===== config.mk =====
export PLATFORM = sky130hd
export DESIGN_NAME = isa_post_capture
export DESIGN_NICKNAME = d
export VERILOG_FILES = /design/src/rtl/isa_post_capture.sv
export SDC_FILE = /design/constraint.sdc
export NUM_CORES = 1
export LEC_CHECK = 0
export CAP_MARGIN = 10
export CELL_PAD_IN_SITES_DETAIL_PLACEMENT = 1
export CELL_PAD_IN_SITES_GLOBAL_PLACEMENT = 1
export CORE_ASPECT_RATIO = 1.4
export CORE_MARGIN = 2
export CORE_UTILIZATION = 45
export DETAILED_ROUTE_END_ITERATION = 10
export PLACE_DENSITY = 0.9
export SLEW_MARGIN = 30
export SYNTH_ARGS = -nofsm -noshare
export SYNTH_HDL_FRONTEND = slang
export SYNTH_SLANG_ARGS = --single-unit
export TNS_END_PERCENT = 50

===== constraint.sdc =====
create_clock -name Clock -period 3 [get_ports Clock]
set_clock_uncertainty 0.15 [all_clocks]
set_input_delay 0.3 -clock Clock [delete_from_list [all_inputs] [get_ports Clock]]
set_output_delay 0.3 -clock Clock [all_outputs]
set_load 0.01 [all_outputs]

===== src/rtl/isa_post_capture.sv =====
// ISA I/O-write front end of the POST card: synchronises the asynchronous ISA bus,
// qualifies IOW# pulses and latches bytes written to PORT_ADDR into the clock domain.
module isa_post_capture #(
  parameter int unsigned ADDR_WIDTH  = 16,
  parameter logic [15:0] PORT_ADDR   = 16'h0080,
  parameter int unsigned SYNC_STAGES = 2,
  parameter int unsigned MIN_LOW     = 3
) (
  input  logic                  Clock,
  input  logic                  Reset,
  input  logic [ADDR_WIDTH-1:0] IsaAddr,
  input  logic [7:0]            IsaData,
  input  logic                  IsaIowN,
  input  logic                  IsaAen,
  output logic [7:0]            Current,
  output logic                  CodeStrobe,
  output logic [15:0]           WriteCount,
  output logic                  Glitch
);

  localparam logic [ADDR_WIDTH-1:0] PORT_MATCH = ADDR_WIDTH'(PORT_ADDR);
  localparam logic [7:0]            MIN_LOW_C  = (MIN_LOW > 255) ? 8'hFF : 8'(MIN_LOW);

  typedef enum logic [1:0] {
    WAIT_HIGH = 2'd0,
    IDLE      = 2'd1,
    LOW       = 2'd2,
    COMMIT    = 2'd3
  } state_t;

  function automatic logic [7:0] sat_inc8(input logic [7:0] v);
    return (v == 8'hFF) ? v : v + 8'd1;
  endfunction

  function automatic logic [15:0] sat_inc16(input logic [15:0] v);
    return (v == 16'hFFFF) ? v : v + 16'd1;
  endfunction

  logic [SYNC_STAGES-1:0] iow_p;
  logic [SYNC_STAGES-1:0] aen_p;
  logic [SYNC_STAGES-1:0] vld_p;
  logic [ADDR_WIDTH-1:0]  addr_p [SYNC_STAGES];
  logic [7:0]             data_p [SYNC_STAGES];

  logic                   iow_sync;
  logic                   aen_sync;
  logic                   vld_sync;
  logic [ADDR_WIDTH-1:0]  addr_sync;
  logic [7:0]             data_sync;

  state_t                 state;
  state_t                 state_next;

  logic [7:0]             low_cnt;
  logic                   aen_seen;
  logic [ADDR_WIDTH-1:0]  addr_lat;
  logic [7:0]             data_lat;
  logic [7:0]             current;
  logic [15:0]            write_count;
  logic                   glitch;

  logic                   short_pulse;
  logic                   addr_hit;
  logic                   latch_first;
  logic                   latch_more;
  logic                   flag_glitch;
  logic                   commit_go;

  // Synchroniser stages; vld_p marks when the chain holds genuine post-reset samples.
  always_ff @(posedge Clock or posedge Reset) begin
    if (Reset) begin
      iow_p <= '1;
      aen_p <= '1;
      vld_p <= '0;
      for (int i = 0; i < SYNC_STAGES; i++) begin
        addr_p[i] <= '0;
        data_p[i] <= '0;
      end
    end else begin
      iow_p     <= {iow_p[SYNC_STAGES-2:0], IsaIowN};
      aen_p     <= {aen_p[SYNC_STAGES-2:0], IsaAen};
      vld_p     <= {vld_p[SYNC_STAGES-2:0], 1'b1};
      addr_p[0] <= IsaAddr;
      data_p[0] <= IsaData;
      for (int i = 1; i < SYNC_STAGES; i++) begin
        addr_p[i] <= addr_p[i-1];
        data_p[i] <= data_p[i-1];
      end
    end
  end

  assign iow_sync  = iow_p[SYNC_STAGES-1];
  assign aen_sync  = aen_p[SYNC_STAGES-1];
  assign vld_sync  = vld_p[SYNC_STAGES-1];
  assign addr_sync = addr_p[SYNC_STAGES-1];
  assign data_sync = data_p[SYNC_STAGES-1];

  assign short_pulse = (low_cnt < MIN_LOW_C);
  assign addr_hit    = (addr_lat == PORT_MATCH) && !aen_seen;

  // Write qualifier FSM: state register.
  always_ff @(posedge Clock or posedge Reset) begin
    if (Reset) state <= WAIT_HIGH;
    else       state <= state_next;
  end

  // The reset value of the IOW# synchroniser reads as "high", so WAIT_HIGH only
  // trusts a high level once real samples have flushed the chain; otherwise a write
  // already in progress at reset release would look like a fresh falling edge.
  always_comb begin
    state_next = state;
    unique case (state)
      WAIT_HIGH: if (vld_sync && iow_sync) state_next = IDLE;
      IDLE:      if (!iow_sync) state_next = LOW;
      LOW: begin
        if (iow_sync) begin
          if (!short_pulse && addr_hit) state_next = COMMIT;
          else                          state_next = IDLE;
        end
      end
      COMMIT:    state_next = IDLE;
      default:   state_next = WAIT_HIGH;
    endcase
  end

  always_comb begin
    CodeStrobe  = 1'b0;
    latch_first = 1'b0;
    latch_more  = 1'b0;
    flag_glitch = 1'b0;
    commit_go   = 1'b0;
    unique case (state)
      IDLE:   latch_first = !iow_sync;
      LOW: begin
        latch_more  = !iow_sync;
        flag_glitch = iow_sync && short_pulse;
        commit_go   = iow_sync && !short_pulse && addr_hit;
      end
      COMMIT: CodeStrobe = 1'b1;
      default: ;
    endcase
  end

  // Capture stage: Current and WriteCount load on the edge entering COMMIT so they
  // change in the same cycle that CodeStrobe is high.
  always_ff @(posedge Clock or posedge Reset) begin
    if (Reset) begin
      low_cnt     <= '0;
      aen_seen    <= 1'b0;
      current     <= '0;
      write_count <= '0;
      glitch      <= 1'b0;
    end else begin
      if (latch_first) begin
        low_cnt  <= 8'd1;
        aen_seen <= aen_sync;
      end else if (latch_more) begin
        low_cnt  <= sat_inc8(low_cnt);
        aen_seen <= aen_seen | aen_sync;
      end
      if (flag_glitch) glitch <= 1'b1;
      if (commit_go) begin
        current     <= data_lat;
        write_count <= sat_inc16(write_count);
      end
    end
  end

  always_ff @(posedge Clock) begin
    if (latch_first || latch_more) begin
      addr_lat <= addr_sync;
      data_lat <= data_sync;
    end
  end

  assign Current    = current;
  assign WriteCount = write_count;
  assign Glitch     = glitch;

endmodule


Yosys cells after proc, flatten, opt, wreduce, memory -nomap -nowiden
Index checks and enable logic that the tools add are counted.
{ "op_classes": {"n_eq_ne": 10, "muxes": 15, "n_reduce_logical": 15, "bitwise": 2, "n_addsub": 2, "magnitude_cmp": 1} }
{ "op_table": {"columns": ["operator", "n"], "rows": [
  ["$mux 8", 3],
  ["$add 16x1->16 const B", 1],
  ["$eq 16x16->1 const B", 1],
  ["$eq 16x8->1 const B", 1],
  ["$add 8x1->8 const B", 1],
  ["$eq 8x8->1 const B", 1],
  ["$lt 8x2->1 const B", 1],
  ["$mux 2", 4],
  ["$ne 2x2->1 const B", 4],
  ["$pmux 2 s4", 1],
  ["$mux 1", 7],
  ["$logic_and 1x1->1", 6],
  ["$eq 2x2->1 const B", 2],
  ["$reduce_and 2->1", 2],
  ["$logic_not 1->1", 3],
  ["$reduce_and 3->1", 1],
  ["$eq 2x1->1 const B", 1],
  ["$logic_not 2->1", 1],
  ["$reduce_bool 2->1", 1],
  ["$logic_or 1x1->1", 1],
  ["$not 1->1", 1],
  ["$or 1x1->1", 1]
]} }
{ "word_totals": {"output_inout_bits": 26, "input_bits": 28, "ff_bits": 114, "wordCells": 60} }

Longest topological paths before layout
Gate-level depths: netlist of run 1.
{ "logic_depth": {"depth_word": 6, "ltp_mapped": 7, "ltp_nobuf": 7} }

Worst setup path after synthesis of run 1
Ideal clock, no wire load.
{ "synth_timing": {"kind": "reg-to-reg", "startpoint": "reg low_cnt[0]", "endpoint": "reg current[0] (netlist: Current[0])", "slack_ns": 0.882, "stages_incl_launch_ff": 7, "path_buffers": 1, "required_time_ns": 2.725, "t_arrival_ns": 1.843, "setup_time_ns": 0.125, "period_less_slack_ns": 2.118, "cell_sequence": "dfrtp_1 > ha_1 > or4_4 > nor4_4 > nor4_4 > buf_6 > mux2_4"} }
{ "synth_between": {"elab_chain_cells": 5} }
{ "synth_rtl": {"columns": ["item", "line_no", "text"], "rows": [
  ["start: declaration", "54", "logic [7:0] low_cnt;"],
  ["start signal: assignment", "158", "low_cnt <= sat_inc8(low_cnt);"],
  ["$lt 8x2->1", "98", "assign short_pulse = (low_cnt < MIN_LOW_C);"],
  ["$logic_not 1->1", "137", "commit_go = iow_sync && !short_pulse && addr_hit;"],
  ["$logic_and 1x1->1 (2 in a row)", "137", null],
  ["$mux 1", "132", "unique case (state)"],
  ["end signal: assignment", "163", "current <= data_lat;"],
  ["end: declaration", "58", "logic [7:0] current;"]
]} }
Every way passes these cells.
A chain may end at the register's enable or synchronous reset.

Worst setup path in the final report of run 1
{ "layout_timing": {"startpoint": "reg state[0]", "endpoint": "reg write_count[2] (netlist: WriteCount[2])"} }
{ "layout_between": {"elab_chain_cells": 3} }
{ "layout_rtl": {"columns": ["item", "line_no", "text"], "rows": [
  ["start: declaration", "51", "state_t state;"],
  ["start signal: assignment", "104", "else state <= state_next;"],
  ["$eq 2x2->1", "132", null],
  ["$mux 1", "132", null],
  ["$reduce_and 2->1 (no line)", null, null],
  ["end signal: assignment", "164", "write_count <= sat_inc16(write_count);"],
  ["end: declaration", "59", "logic [15:0] write_count;"]
]} }
Every way passes these cells.

==> results of run 1 <==
-- power breakdown --
part	switching (W)	internal [W]	total (W)
sequential	0.0000921	0.00176	0.00185
combinational	0.000284	0.000174	0.000458
clock	0.000680	0.00129	0.00197
-- worst max-delay path, cell delays in order, from the launching register on --
cell	delay [ns]
dfrtp_1	0.41
inv_1	0.13
ha_1	0.25
nand4_1	0.20
nor4_4	0.64
buf_4	0.32
buf_4	0.19
nand3_1	0.10
xnor2_1	0.26
-- Yosys cell counts, drive strengths merged --
master | instances | area share [%]
mux2 | 10 | 3.6
a41oi | 1 | 0.22
or4 | 1 | 0.29
o22ai | 2 | 0.32
dfrtp | 86 | 55
and4b | 1 | 0.25
nand2 | 9 | 0.86
nor4 | 5 | 1.6
nor2b | 1 | 0.16
and3 | 10 | 1.6
nand3 | 11 | 1.4
o21bai | 1 | 0.19
conb | 1 | 0.095
a22o | 1 | 0.22
ha | 6 | 1.9
nor3 | 1 | 0.13
o32ai | 1 | 0.22
nand2b | 1 | 0.16
xor2 | 5 | 1.1
a31o | 1 | 0.22
nand4 | 12 | 1.9
nor2 | 12 | 1.1
and2 | 4 | 0.64
a21oi | 3 | 0.38
and4 | 1 | 0.22
inv | 11 | 1.0
edfxtp | 24 | 18
nor3b | 1 | 0.19
mux2i | 1 | 0.25
xnor2 | 14 | 3.1
a211oi | 1 | 0.19
o31ai | 1 | 0.19
dfstp | 4 | 2.7
buf | 3 | 0.57
-- registers in the layout, indices dropped and copies added, names as in the netlist --
name	count
addr_p	16
addr_sync	16
addr_lat	16
aen_seen	1
data_p	8
iow_p	2
low_cnt	8
state	2
vld_p	2
data_sync	8
Current	8
Glitch	1
aen_p	2
WriteCount	16
data_lat	8
-- metrics by stage --
step | util [%] | power [W] | setup WS, ns | instances
finish | 60.7 | 0.00428 | 0.233 | 438
global route | 60.7 | 0.00445 | 0.104 | 438
CTS | 60.7 | 0.00433 | 0.207 | 438
detailed placement | 54.0 | 0.00229 | 0.389 | 406
global placement | 53.9 | 0.00224 | 0.319 | 405
floorplan | - | 0.00211 | 0.221 | 247
-- final timing paths --
kind / start / cells past startpoint / end
worst max-delay path: state[0] / 8 / WriteCount[2]
worst min-delay path: IsaAen / 1 / aen_p[0]
worst max register to register: state[0] / 8 / WriteCount[2]
worst min register to register: addr_p[31] / 0 / addr_sync[15]
max in group asynchronous: Reset / 3 / iow_p[1]
min in group asynchronous: Reset / 3 / addr_sync[1]
-- cell families after synthesis --
kind of cell	Yosys count	share of synthesized area (%)
flip-flops	114	75.6
AND/OR/NAND/NOR	70	10.5
XOR/XNOR	19	4.23
buffers and inverters	14	1.62
AO/OA/AOI/OAI	12	2.16
multiplexers	11	3.88
adder cells (fa/ha/maj)	6	1.91
other	1	0.0952
-- final cells by class --
type,instances,area (sq um)
fillers,785,3360
flip-flops and latches,114,2980
multi-input cells,119,896
repair buffers,57,573
clock buffers,20,437
clock inverters,12,140
well taps,105,131
inverters,11,42.5
-- metal layers --
| metal | vias up | routed length (microns) | share of wire [%] | track usage (%) |
|---|---|---|---|---|
| met5 | - | 0 | 0 | 0 |
| met4 | 0 | 158 | 1.7 | 8.96 |
| met3 | 14 | 337 | 3.7 | 8.22 |
| met2 | 53 | 5230 | 57 | 39.0 |
| met1 | 1194 | 3380 | 37 | 22.2 |
| li1 | 1017 | - | - | - |
==> results.toml, run 1 <==
[detailed_routing]
drtIter0Drc = 131
final_antenna_net_count = 0
dr_total_vias = 2278
via_per_inst = 5.20
wl_microns = 9110
firstDrtPassIters = 4
wl_per_cell_microns = 20.8
drc = 0

[finish]
drive_above_1_share_pct = 14.4
final_nets = 354
final_common_cell = "dfrtp_1"
antenna_cells = 0
fin_area_sq_um = 5200
synthToLayoutAreaGrowth_pct = 32.0
final_cell_mix = "dfrtp_1, clkdlybuf4s50_1, edfxtp_1"

[power_and_ir_drop]
p_leak_nw = 2.23
power-per-cell-area_nw_per_um2 = 824
max-vdd-ir-drop_mv = 0.610

[clock_network]
cts-root-buf = "clkbuf_16"
htreeDepth = 4
cts_tree = "done"
ctsLongestPathBuffers = 2
cts_made_buffers = 17
cts_sinks = 114
clk_latency_ns = 0.41
clkTransAtPathRegs_ns = 0.05
cts_resized = 0
hold_buffers = 0
cts_setup_buffers = 0

[timing]
hold_viol = 0
drv_slew = 0
rsz0062_at_grt = "false"
period_minus_slack_ns = 2.77
worst_slew_pin_slew_ns = 0.634
setup_viol = 0
fin_crit_sh_pct = 92.2
fin_hold_ws_ns = 0.148
fmax_ghz = 0.361
relSlewSlack_pct = 57.4
setup-tns-final_ns = 0

[floorplan]
start_util_pct = 46.0
ioPinCount = 54
die_h_microns = 115
rows = 40
dieArea_sq_um = 9520
core_sq_um = 8560
die_w_microns = 83.1

[global_routing]
grt_antenna_before_repair = 0
grt_pass1_wl_microns = 14700
gr-usage-all-layers_pct = 21.5
grt_max_degree = 91
gr-total-overflow = 0
grt_pass1_vias = 2649

[setup_path]
arrival_ns = 2.92
endpoint_kind = "flop"
cp-start-kind = "flop"
required_ns = 3.15
r2r_slack_ns = 0.23
cp_max_fo = 11
crit_type = "reg -> reg"

[placement]
dpl_cell_area_sq_um = 4620
place_congestion = 0.726
hpwl_microns = 4960
port_buffers = 53

[worst_hold_path]
hold_path_class = "in -> reg"

[logic_synthesis]
syn_area_sq_um = 3940
ys_seq_area_share_pct = 75.6
synth_warnings = 0
ys_seq_elements = 114
ys_types = 38
synth.net_count = 281
synth_cells = 247
syn_area_per_cell_sq_um = 15.9

[run_status]
outcome = "finished clean"

[job]
drv_cap = 0
(Power assumes the default switching activity.)
==> run 2: changes to the inputs <==
CORE_UTILIZATION = 48   (was 45)
PLACE_DENSITY = 0.95   (was 0.9)
SLEW_MARGIN = unset   (was 30)
clock period = 3.2 ns   (was 3 ns; I/O delays follow)
==> results.toml, run 2 (same netlist as run 1, synthesis figures left out) <==
[run_status]
outcome = "finished clean"

[floorplan]
dieArea_sq_um = 8950
rows = 39
start_util_pct = 48.9
die_w_microns = 80.5
core_sq_um = 8050
die_h_microns = 111
ioPinCount = 54

[finish]
drive_above_1_share_pct = 14.8
final_nets = 353
synthToLayoutAreaGrowth_pct = 33.2
final_cell_mix = "dfrtp_1, clkdlybuf4s50_1, edfxtp_1"
antenna_cells = 0
post-route-util_pct = 65.1
final_common_cell = "dfrtp_1"

[clock_network]
cts_resized = 0
cts_tree = "done"
clk_latency_ns = 0.41
hold_buffers = 0
cts_made_buffers = 17
clkTransAtPathRegs_ns = 0.05
cts_setup_buffers = 0
cts-root-buf = "clkbuf_16"
htreeDepth = 4
cts_sinks = 114
ctsLongestPathBuffers = 2

[setup_path]
cp-start-kind = "flop"
cp_num_cells = 7
critPathTopFamily = "simple AND/OR/NAND/NOR gates"
arrival_ns = 2.70
worstReg2RegStart = "low_cnt[0]"
crit_type = "reg -> reg"
crit_top_cell = "nor4_4"
crit_chain = "ha_1 > or4_4 > nor4_4 > nor4_4 > buf_4 > nand2_1 > mux2_1"
required_ns = 3.34
cp_slowest_stage_delay_ns = 0.45
ff2ff_path_depth = 7
crit_slowest_cell = "or4_4"
timing.critical_path.buf_inv = 1
crit_end = "WriteCount[1]"
endpoint_kind = "flop"
cp_max_fo = 23
r2r_slack_ns = 0.63
startpoint = "low_cnt[0]"
r2r_end = "WriteCount[1]"

[timing]
setup-tns-final_ns = 0
period_minus_slack_ns = 2.57
hold_viol = 0
setup_viol = 0
drv_slew = 0
relSlewSlack_pct = 48.4
fin_crit_sh_pct = 80.2
worst_slew_pin_slew_ns = 0.774
fmax_ghz = 0.390
rsz0062_at_grt = "false"
fin_hold_ws_ns = 0.173

[power_and_ir_drop]
max-vdd-ir-drop_mv = 0.539
power-per-cell-area_nw_per_um2 = 795
p_leak_nw = 2.25

[placement]
place_congestion = 0.746
hpwl_microns = 5660
port_buffers = 53

[detailed_routing]
drc = 0
firstDrtPassIters = 4
via_per_inst = 5.38
dr_total_vias = 2337
wl_microns = 9810
final_antenna_net_count = 0
drtIter0Drc = 88
wl_per_cell_microns = 22.6

[global_routing]
grt_antenna_before_repair = 0
gr-total-overflow = 0
grt_max_degree = 51
gr-usage-all-layers_pct = 25.1
grt_pass1_wl_microns = 15800
grt_pass1_vias = 2770

[job]
drv_cap = 0

[worst_hold_path]
hold_path_class = "in -> reg"
## run 2: cell type report
class                   instances  area (sq um)
multi-input cells             119           896
well taps                     102           128
clock buffers                  24           514
clock inverters                 8           120
inverters                      11          42.5
repair buffers                 56           566
fillers                       698          2810
flip-flops and latches        114          2980
## run 2: where the power goes
group | leakage (nW) | internal [W] | switching (W) | total, W
registers | 1.34 | 0.00165 | 0.0000931 | 0.00175
clock network | 0.306 | 0.00135 | 0.000643 | 0.00200
logic | 0.608 | 0.000164 | 0.000262 | 0.000427
## run 2: per-stage QoR
stage | power (W) | std cells | worst slack (ns) | cell area [sq um]
floorplan | 0.00198 | 247 | 0.401 | 3940
global placement | 0.00209 | 402 | 0.816 | 4610
global route | 0.00431 | 434 | 0.479 | 5240
finish | 0.00417 | 434 | 0.634 | 5240
CTS | 0.00419 | 434 | 0.609 | 5240
detailed placement | 0.00216 | 402 | 0.696 | 4610
## run 2: how the worst min path moves through the flow
stage | cells past startpoint | end | slack (ns) | start
finish | 1 | aen_p[0] | 0.17 | IsaAen
global route | 1 | aen_p[0] | 0.17 | IsaAen
CTS | 1 | aen_p[0] | 0.15 | IsaAen
detailed placement | 0 | addr_sync[2] | 0.19 | addr_p[18]
global placement | 0 | vld_p[1] | 0.18 | vld_p[0]
floorplan | 0 | aen_p[0] | 0.17 | IsaAen
## run 2: routing by layer
metal / GRT usage [%] / vias to the layer above / part of all wire (%)
met5: 0 / - / 0
met4: 12.9 / 0 / 3.9
met3: 8.31 / 32 / 4.9
met2: 42.1 / 97 / 55
met1: 27.9 / 1195 / 37
li1: - / 1013 / -
==> run 3: changes to the inputs <==
CORE_UTILIZATION = 40   (was 48)
PLACE_DENSITY = 0.86   (was 0.95)
clock period = 2.3 ns   (was 3.2 ns; I/O delays follow)
==> results.toml, run 3 (same netlist as run 1, synthesis figures left out) <==
[run_status]
outcome = "finished clean"

[setup_path]
required_ns = 2.44
r2r_end = "WriteCount[2]"
endpoint_kind = "flop"
crit_type = "reg -> reg"
r2r_slack_ns = 0.009
ff2ff_path_depth = 6
cp_max_fo = 11
arrival_ns = 2.43
worstReg2RegStart = "addr_lat[15]"
cp-start-kind = "flop"

[detailed_routing]
via_per_inst = 4.94
dr_total_vias = 2330
wl_per_cell_microns = 20.0
wl_microns = 9420
drc = 0
drtIter0Drc = 69
final_antenna_net_count = 0
firstDrtPassIters = 4

[timing]
fmax_ghz = 0.436
worst_slew_pin_slew_ns = 0.603
hold_viol = 0
setup_viol = 0
fin_crit_sh_pct = 99.6
relSlewSlack_pct = 59.7
period_minus_slack_ns = 2.29
rsz0062_at_grt = "true"
drv_slew = 0
setup-tns-final_ns = 0

[placement]
hpwl_microns = 5070
placedCellCount = 438
port_buffers = 53
place_congestion = 0.833

[floorplan]
rows = 42
die_h_microns = 121
die_w_microns = 87.9
core_sq_um = 9510
start_util_pct = 41.4
dieArea_sq_um = 10700
ioPinCount = 54

[global_routing]
gr-total-overflow = 0
grt_max_degree = 91
grt_pass1_vias = 2754
grt_pass1_wl_microns = 15200
grt_antenna_before_repair = 0
gr-usage-all-layers_pct = 20.2

[worst_hold_path]
min_to = "iow_p[0]"
hold_depth = 1
min-delay-start = "IsaIowN"
hold_path_class = "in -> reg"

[power_and_ir_drop]
p_leak_nw = 2.29
power-per-cell-area_nw_per_um2 = 1080
p_total_w = 0.00585
max-vdd-ir-drop_mv = 0.749

[clock_network]
htreeDepth = 4
cts_sinks = 114
clkTransAtPathRegs_ns = 0.06
cts_tree = "done"
cts_made_buffers = 17
clk_latency_ns = 0.41
cts-root-buf = "clkbuf_16"
ctsLongestPathBuffers = 2

[finish]
final_common_cell = "dfrtp_1"
antenna_cells = 0
synthToLayoutAreaGrowth_pct = 37.2
post-route-util_pct = 56.8
final_cells = 472
drive_above_1_share_pct = 19.1
final_cell_mix = "dfrtp_1, clkdlybuf4s50_1, edfxtp_1"
final_nets = 361

[job]
drv_cap = 0
## run 3: changes by cell type in the layout (fill, tap and decap cells not counted), sizes merged
cell      previous run  this run
bufbuf               0         1
bufinv               3         4
clkinv               4         5
clkinvlp             2         5
buf                  3        10
clkbuf              24        19
## run 3: where the power goes
group	internal (W)	leakage (nW)	switching (W)
combinational	0.000285	0.659	0.000393
sequential	0.00230	1.34	0.000133
clock	0.00181	0.289	0.000935
## run 3: routing by layer
metal | up-vias | share of wire (%) | global-route usage, %
li1 | 1029 | - | -
met1 | 1207 | 37 | 22.6
met2 | 68 | 55 | 33.8
met3 | 26 | 3.8 | 6.12
met4 | 0 | 3.4 | 11.0
met5 | - | 0 | 0
## run 3: cell type report
class | instances | area (sq um)
clock inverters | 13 | 186
flip-flops and latches | 114 | 2980
clock buffers | 19 | 433
repair buffers | 64 | 663
inverters | 11 | 45.0
fillers | 881 | 4110
well taps | 132 | 165
multi-input cells | 119 | 931
## run 3: repair_timing
item                       CTS  global route
pin swaps                    2             3
cloned                       1             0
setup endpoints to repair    1            14
setup buffers                1             0
hold buffers                 0             0
gates resized for setup      5             3
## run 3: how the worst max path moves through the flow
stage / start / cells after the start / end / slack, ns
after floorplan: low_cnt[0] / 6 / Current[0] / 0.18
after global placement: low_cnt[0] / 7 / WriteCount[1] / 0.09
after detailed placement: low_cnt[0] / 7 / WriteCount[1] / -0.008
after CTS: low_cnt[1] / 7 / WriteCount[14] / 0.002
after global routing: addr_lat[15] / 6 / WriteCount[9] / -0.1
final: addr_lat[15] / 6 / WriteCount[2] / 0.009
## run 3: critical path, cell delays in order, from the launching register on
cell	delay, ns
edfxtp_1	0.45
nor4_4	0.39
nand2_1	0.14
nor4_4	0.42
bufbuf_16	0.35
nand3_1	0.12
xnor2_1	0.15
## run 3: through the flow
stage | setup slack [ns] | hold slack, ns | cell area, sq um
floorplan | 0.182 | 0.0845 | 3940
global placement | 0.0904 | 0.182 | 4710
detailed placement | -0.00799 | 0.186 | 4710
CTS | 0.00206 | 0.0580 | 5380
global route | -0.0974 | 0.0605 | 5400
finish | 0.00900 | 0.0751 | 5400
